### config.mk
export PLATFORM = sky130hd
export DESIGN_NAME = stack_alu_sequencer
export DESIGN_NICKNAME = d
export VERILOG_FILES = /design/src/rtl/stack_alu_pkg.sv /design/src/rtl/stack_alu_sequencer_timeout_ctr.sv /design/src/rtl/stack_alu_sequencer.sv
export SDC_FILE = /design/constraint.sdc
export NUM_CORES = 1
export LEC_CHECK = 0
export ABC_AREA = 1
export ABC_CLOCK_PERIOD_IN_PS = 4900
export CELL_PAD_IN_SITES_DETAIL_PLACEMENT = 2
export CELL_PAD_IN_SITES_GLOBAL_PLACEMENT = 2
export CORE_ASPECT_RATIO = 0.7
export CORE_MARGIN = 8
export CORE_UTILIZATION = 30
export DETAILED_ROUTE_END_ITERATION = 10
export PLACE_DENSITY_LB_ADDON = 0.08
export SYNTH_ARGS = -nofsm -noshare
export SYNTH_HDL_FRONTEND = slang
export SYNTH_SLANG_ARGS = --single-unit
### constraint.sdc
create_clock -name clk -period 4.9 [get_ports clk]
set_input_delay 0.98 -clock clk [delete_from_list [all_inputs] [get_ports clk]]
set_output_delay 0.98 -clock clk [all_outputs]
set_load 0.01 [all_outputs]
### src/rtl/stack_alu_pkg.sv
// Shared opcode, error-code and FSM-state constants for the stack ALU and its sequencer.
package stack_alu_pkg;

  localparam logic [2:0] OP_HALT = 3'b000;
  localparam logic [2:0] OP_ADD  = 3'b100;
  localparam logic [2:0] OP_MUL  = 3'b101;
  localparam logic [2:0] OP_PUSH = 3'b110;
  localparam logic [2:0] OP_POP  = 3'b111;

  localparam logic [1:0] ERR_NONE  = 2'b00;
  localparam logic [1:0] ERR_UNDER = 2'b01;
  localparam logic [1:0] ERR_OVER  = 2'b10;
  localparam logic [1:0] ERR_TMO   = 2'b11;

  localparam logic [2:0] S_IDLE   = 3'd0;
  localparam logic [2:0] S_FETCH  = 3'd1;
  localparam logic [2:0] S_DECODE = 3'd2;
  localparam logic [2:0] S_ISSUE  = 3'd3;
  localparam logic [2:0] S_RESP   = 3'd4;
  localparam logic [2:0] S_DONE   = 3'd5;
  localparam logic [2:0] S_ERROR  = 3'd6;

  function automatic logic is_nop(input logic [2:0] op);
    return (op == 3'b001) || (op == 3'b010) || (op == 3'b011);
  endfunction

endpackage

### src/rtl/stack_alu_sequencer_timeout_ctr.sv
// Response-wait timer: clr marks the first waiting cycle, expired flags the TMO-th one.
// Latency: expired is combinational from the count register.
// Backpressure: none; counts only while en is high and saturates at TMO.
module seq_timeout_ctr #(
  parameter int TMO = 15
) (
  input  logic clk,
  input  logic rst_n,
  input  logic clr,
  input  logic en,
  output logic expired
);

  localparam int CW = $clog2(TMO + 1);

  // cnt holds the 1-based index of the current waiting cycle
  logic [CW-1:0] cnt;

  always_ff @(posedge clk or negedge rst_n) begin
    if (!rst_n)                cnt <= '0;
    else if (clr)              cnt <= CW'(1);
    else if (en && !expired)   cnt <= cnt + 1'b1;
  end

  assign expired = (cnt == CW'(TMO));

endmodule

### src/rtl/stack_alu_sequencer.sv
// Fetches {op,imm} words from a sync ROM and issues them to the stack ALU; reports pops/faults.
// Latency: 3 cycles per push (fetch, decode, issue), plus response wait for add/mul/pop.
// Backpressure: alu_valid holds op/data stable until alu_ready; waits up to TMO cycles for a response.
module stack_alu_sequencer
  import stack_alu_pkg::*;
#(
  parameter int N     = 8,
  parameter int AW    = 6,
  parameter int DEPTH = 201,
  parameter int TMO   = 15
) (
  input  logic          clk,
  input  logic          rst_n,
  input  logic          start,
  output logic [AW-1:0] prog_addr,
  input  logic [N+2:0]  prog_rdata,
  output logic          alu_valid,
  input  logic          alu_ready,
  output logic [2:0]    alu_op,
  output logic [N-1:0]  alu_data,
  input  logic          alu_rsp_valid,
  input  logic [N-1:0]  alu_rsp_data,
  input  logic          alu_rsp_ovf,
  output logic          res_valid,
  output logic [N-1:0]  res_data,
  output logic          ovf_sticky,
  output logic          busy,
  output logic          done,
  output logic          err,
  output logic [1:0]    err_code
);

  localparam int DW = $clog2(DEPTH + 1);

  logic [2:0]    state;
  logic [AW-1:0] pc;
  logic [DW-1:0] depth;
  logic [2:0]    op_q;
  logic [N-1:0]  imm_q;
  logic          armed;
  logic [2:0]    dec_op;
  logic [N-1:0]  dec_imm;
  logic          last;
  logic [2:0]    adv_state;
  logic          tmo_exp;

  assign {dec_op, dec_imm} = prog_rdata;
  assign prog_addr = pc;
  assign alu_valid = (state == S_ISSUE);
  assign alu_op    = op_q;
  assign alu_data  = imm_q;
  assign busy      = !((state == S_IDLE) || (state == S_DONE) || (state == S_ERROR));
  assign done      = (state == S_DONE);
  assign err       = (state == S_ERROR);

  // The top program word ends the run instead of wrapping back to address 0
  assign last      = &pc;
  assign adv_state = last ? S_DONE : S_FETCH;

  seq_timeout_ctr #(.TMO(TMO)) u_tmo (
    .clk     (clk),
    .rst_n   (rst_n),
    .clr     (alu_valid && alu_ready && (op_q != OP_PUSH)),
    .en      (state == S_RESP),
    .expired (tmo_exp)
  );

  // Blocks a start that coincides with the first edge after reset release
  always_ff @(posedge clk or negedge rst_n) begin
    if (!rst_n) armed <= 1'b0;
    else        armed <= 1'b1;
  end

  always_ff @(posedge clk or negedge rst_n) begin
    if (!rst_n) begin
      state      <= S_IDLE;
      pc         <= '0;
      depth      <= '0;
      op_q       <= '0;
      imm_q      <= '0;
      res_valid  <= 1'b0;
      res_data   <= '0;
      ovf_sticky <= 1'b0;
      err_code   <= ERR_NONE;
    end else begin
      res_valid <= 1'b0;
      case (state)
        // A start from DONE/ERROR clears the run status and launches straight away
        S_IDLE, S_DONE, S_ERROR: begin
          if (start && armed) begin
            state      <= S_FETCH;
            pc         <= '0;
            depth      <= '0;
            ovf_sticky <= 1'b0;
            err_code   <= ERR_NONE;
          end
        end
        S_FETCH: state <= S_DECODE;
        S_DECODE: begin
          op_q  <= dec_op;
          imm_q <= (dec_op == OP_PUSH) ? dec_imm : '0;
          if (dec_op == OP_HALT) begin
            state <= S_DONE;
          end else if (is_nop(dec_op)) begin
            state <= adv_state;
            if (!last) pc <= pc + 1'b1;
          end else if ((dec_op == OP_PUSH) && (depth == DW'(DEPTH))) begin
            state    <= S_ERROR;
            err_code <= ERR_OVER;
          end else if (((dec_op == OP_POP) && (depth == '0)) ||
                       (((dec_op == OP_ADD) || (dec_op == OP_MUL)) && (depth < DW'(2)))) begin
            state    <= S_ERROR;
            err_code <= ERR_UNDER;
          end else begin
            state <= S_ISSUE;
          end
        end
        S_ISSUE: begin
          if (alu_ready) begin
            if (op_q == OP_PUSH) begin
              depth <= depth + 1'b1;
              state <= adv_state;
              if (!last) pc <= pc + 1'b1;
            end else begin
              state <= S_RESP;
            end
          end
        end
        S_RESP: begin
          // add/mul consume two and push one, so both they and pop net -1
          if (alu_rsp_valid) begin
            depth <= depth - 1'b1;
            if (op_q == OP_POP) begin
              res_valid <= 1'b1;
              res_data  <= alu_rsp_data;
            end else begin
              ovf_sticky <= ovf_sticky | alu_rsp_ovf;
            end
            state <= adv_state;
            if (!last) pc <= pc + 1'b1;
          end else if (tmo_exp) begin
            state    <= S_ERROR;
            err_code <= ERR_TMO;
          end
        end
        default: state <= S_IDLE;
      endcase
    end
  end

endmodule
Yosys cells after proc, flatten, opt, wreduce, memory -nomap -nowiden
Index checks and enable logic that the tools add are counted.
Operators by class
  bitwise operators: 1
  add/sub/neg operators: 4
  reduce and logical (&&, ||, !) cells: 31
  div/mod/pow operators: 0
  order comparisons: 1
  multipliers: 0
  equal/unequal tests: 30
  shift operators: 0
  multiplexer cells: 42
Operators with widths (number)
  2-to-1 mux 6 bit: 7
  2-to-1 mux 8 bit: 5
  2-to-1 mux 3 bit: 10
  equality test 3 bit (second input constant): 9
  case mux 6 bit (4 select lines): 1
  case mux 8 bit (3 select lines): 1
  != test 2 bit (second input constant): 8
  case mux 3 bit (5 select lines): 1
  2-to-1 mux 2 bit: 7
  AND reduction 7 bit: 2
  equality test 3 x 2 -> 1 bit (second input constant): 4
  != test 3 bit (second input constant): 3
  adder 8 x 1 -> 8 bit (second input constant): 1
  equality test 8 bit (second input constant): 1
  zero test 8 bit: 1
  less-than comparator 8 x 2 -> 1 bit (second input constant): 1
  2-to-1 mux 4 bit: 2
  subtractor 8 x 1 -> 8 bit (second input constant): 1
  logical AND 1 bit: 7
  adder 6 x 1 -> 6 bit (second input constant): 1
  equality test 3 x 1 -> 1 bit (second input constant): 2
  zero test 3 bit: 2
  logical OR 1 bit: 6
  2-to-1 mux 1 bit: 6
  15 further kinds: 20
Storage, ports and cells
  register bits: 45
  word-level logic and storage cells: 120
  output and inout port bits: 33
  input port bits: 25
  RAM bits: 0
  memory bits (read-only): 0
  memories: 0
  latch bits: 0

Depth between registers and ports, before layout
  word-level depth: 9
  mapped depth: 11
  gate-level depth less buffers: 11

Cells and area by module
Synthesis repeated with hierarchy kept, for this count alone.
Second synthesis, totals
  cell total of the unflattened synthesis: 358
  area total of the unflattened synthesis: 2683.8 um^2
Modules (own cells, without submodules)
  stack_alu_sequencer: instances 1, cells each 329, seq. area each 1026.0 um^2, area each 2451.1 um^2
  seq_timeout_ctr: instances 1, cells each 29, seq. area each 100.1 um^2, area each 232.7 um^2

Worst setup path after synthesis
No wires, ideal clock.
  kind: register to output
  start point: reg state[0]
  end point: out busy
  cell stages (with the launch flop): 5
  arrival: 0.891 ns
  path buffers: 0
  required time: 3.920 ns
  path slack: 3.029 ns
  path through: dfrtp_1 -> nor2_1 -> nand2_1 -> nand3_1 -> inv_1
Between the ends
  cells in the longest elaborated chain, start to end: 4
  elaborated cells on any way between the ends: 6
  those cells by class: eq/ne (2); reduce/logical (4)
RTL lines
  from (decl): line stack_alu_sequencer.sv:35  | logic [2:0] state;
  from (signal assigned): line stack_alu_sequencer.sv:105  | state <= adv_state;
  from (signal assigned): line stack_alu_sequencer.sv:122  | state <= adv_state;
  from (signal assigned): line stack_alu_sequencer.sv:139  | state <= adv_state;
  equality test 3 bit / zero test 3 bit (equally long branches): line stack_alu_sequencer.sv:52  | assign busy = !((state == S_IDLE) || (state == S_DONE) || (state == S_ERROR));
  logical OR 1 bit: line stack_alu_sequencer.sv:52
  logical OR 1 bit *: line stack_alu_sequencer.sv:52
  zero test 1 bit *: line stack_alu_sequencer.sv:52
  to (decl): line stack_alu_sequencer.sv:27  | output logic busy,
Mark *: on every way between the ends. The rest lies on a longest branch, timed or not.

Worst setup path after layout
Same ends and word-level chain as after synthesis.

==> flow_metrics.tcl <==
set metrics [dict create \
    outcome "completed" \
    syn-cell-area_um2 2590 \
    drive_gt1_share_pct 5.58 \
    ys_seq_elements 45 \
    grt_pass1_wl_um 14400 \
    start_util_pct 30.8 \
    fin_area_um2 3420 \
    min_period_over_period_pct 58.3 \
    avgSynthCellArea_um2 7.39 \
    fin_skew_ns 0.00408 \
    grt_pass1_vias 2696 \
    n_antenna_cell 0 \
    clk_pin_slew_ns 0.06 \
    core-area_um2 8410 \
    wirelength_um 8810 \
    drv_slew 0 \
    worstPathMaxFanout 6 \
    io_pins 58 \
    drcViolationCount 0 \
    synthesis.nets 385 \
    rsz0062_at_grt "false" \
    fin_tns_setup_ns 0 \
    hpwl_um 6770 \
    r2r_setup_slack_ns 2.24 \
    cts_max_level 2 \
    critPathKind "register to primary output" \
    n_fill_cell 994 \
    setup_viol 0 \
    fp-row-count 28 \
    clkLatencyLatePin_ns 0.29 \
    cp_common_cell "nand3_1" \
    area_growth_pct 32.0 \
    gr-total-overflow 0 \
    die_x_um 127 \
    peakVddDrop_mv 0.187 \
    min_period_ns 2.86 \
    synth_cell_types 25 \
    post_cts_buffers 0 \
    clock_sinks 45 \
    routed_via_density 4.78 \
    slowest_stage "clkdlybuf4s50_1" \
    layout.cells.most_common "nand2_1" \
    layout_common_cells "nand2_1 (144), clkdlybuf4s50_1 (56), dfrtp_1 (45), nand3_1 (38), inv_1 (35)" \
    antenna_found_initial 0 \
    p_leak_nw 1.82 \
    syn_inst 350 \
    r2r-end "depth[4]" \
    cts_buffers 5 \
    crit_required_ns 3.92 \
    place_area_um2 3270 \
    grtUsageTotal_pct 15.4 \
    synthTopCellsByArea "dfrtp_1 (44%), nand2_1 (21%), nand3_1 (7.4%)" \
    hold_violations 0 \
    nNetsFinal 446 \
    gp_congestion 0.806 \
    ant_nets 0 \
    place_ws_ns 2.10 \
    synth-seq-area-share_pct 43.5 \
    port-buffer-count 57 \
    ys.warnings.count 0 \
    crit_path_cell_trace "inv_2 > nand3_1 > nand3_1 > inv_1 > clkdlybuf4s50_1" \
    cp.arrival_ns 1.88 \
    yosysTopAreaCellShare_pct 43.5 \
    p_total_mw 1.87 \
    rr_worst_depth 10 \
    maxCapViolations 0 \
    min_to "res_data[3]" \
    clock.fmax_mhz 350 \
    clk_path_buf_depth 2 \
    worst_slack_ns 2.04 \
    vias 2471 \
    worstMarginPinSlew_ns 0.676 \
    hold_path.class "register to register" \
    dieArea_um2 11900 \
    critPathCaptureType "primary output" \
    grt_max_degree 46 \
    die_y_um 93.7 \
    wl_per_cell_um 17.0 \
    clock-root-buffer "clkbuf_16" \
    relSlewSlack_pct 54.9 \
    cts_resized 0 \
    max_stage_delay_ns 0.54 \
    min_from "res_data[3]" \
    powerDensity_nw_per_um2 547 \
    drt_pass1_iterations 4 \
    yosysTopAreaCell "dfrtp_1" \
    drt-initial-drc-count 60 \
    hold_path_depth 2 \
    cp-start-kind "register" \
    cts_hold_buf 0 \
    cts_tree "built" \
    r2r_start "state[0]" \
]
[stage by stage]
step / cells / utilization, % / hold WS, ns
after global placement: 509 / 38.9 / 0.455
after floorplan: 350 / - / 0.477
after detailed placement: 509 / 38.9 / 0.463
final: 517 / 40.6 / 0.478
after CTS: 517 / 40.6 / 0.480
after global routing: 517 / 40.6 / 0.510
[cells by family after synthesis]
| kind of cell | share of synthesized area (%) |
|---|---|
| AOI/OAI and AO/OA | 5.22 |
| xor gates and xnor gates | 4.06 |
| adders and majority gates | 5.42 |
| buffers and inverters | 6.29 |
| DFF | 43.5 |
| other | 0.145 |
| and+or+nand+nor | 35.3 |
[layer usage]
layer / wire length, µm / vias to the layer above / global-route usage (%)
li1: - / 1216 / -
met1: 4310 / 1200 / 20.5
met2: 3780 / 48 / 23.0
met3: 639 / 7 / 5.78
met4: 74 / 0 / 3.55
met5: 0 / - / 0
[final cells by class]
class,instances,area [µm²],share of cell area [%]
Inverter,38,143,4.18
Clock inverter,2,15.0,0.440
Timing Repair Buffer,58,573,16.8
Sequential cell,45,1130,33.0
Clock buffer,6,129,3.77
Multi-Input combinational cell,263,1300,38.0
Tap cell,105,131,3.85
[cells in the mapped netlist, drive strengths merged]
library cell	instances
a21o	1
a21oi	8
buf	2
clkbuf	2
conb	1
dfrtp	45
fa	2
ha	8
inv	38
nand2	147
nand3	39
nand4	1
nor2	25
nor3	2
o21ai	16
o21bai	1
xnor2	1
xor2	11
[power breakdown]
| group | internal [mW] | switching [mW] | total, mW |
|---|---|---|---|
| Clock | 0.189 | 0.153 | 0.343 |
| Combinational | 0.365 | 0.554 | 0.919 |
| Sequential | 0.494 | 0.113 | 0.607 |
| Total | 1.05 | 0.820 | 1.87 |
[sequential cells by signal, summed over array words and instances, names as in the netlist]
| name | count |
|---|---|
| alu_data | 8 |
| depth | 8 |
| res_data | 8 |
| prog_addr | 6 |
| u_tmo.cnt | 4 |
| alu_op | 3 |
| state | 3 |
| err_code | 2 |
| armed | 1 |
| ovf_sticky | 1 |
| res_valid | 1 |
[critical path, delay by kind of cell, from the launching register on]
kind | cells | cell delay, ns
flip-flops | 1 | 0.50
buffers and inverters | 3 | 0.78
AND/OR/NAND/NOR | 2 | 0.30
[worst max path at each step]
stage	endpoint	from	cells past startpoint	slack [ns]
2_1_floorplan	busy	state[0]	4	3.03
3_3_place_gp	err_code[0]	prog_rdata[10]	8	2.16
3_5_place_dp	err_code[1]	prog_rdata[10]	8	2.10
4_1_cts	busy	state[0]	5	2.03
5_1_grt	busy	state[0]	5	1.89
6_report	busy	state[0]	5	2.04
Note: power is estimated with default switching activity, not from simulation.
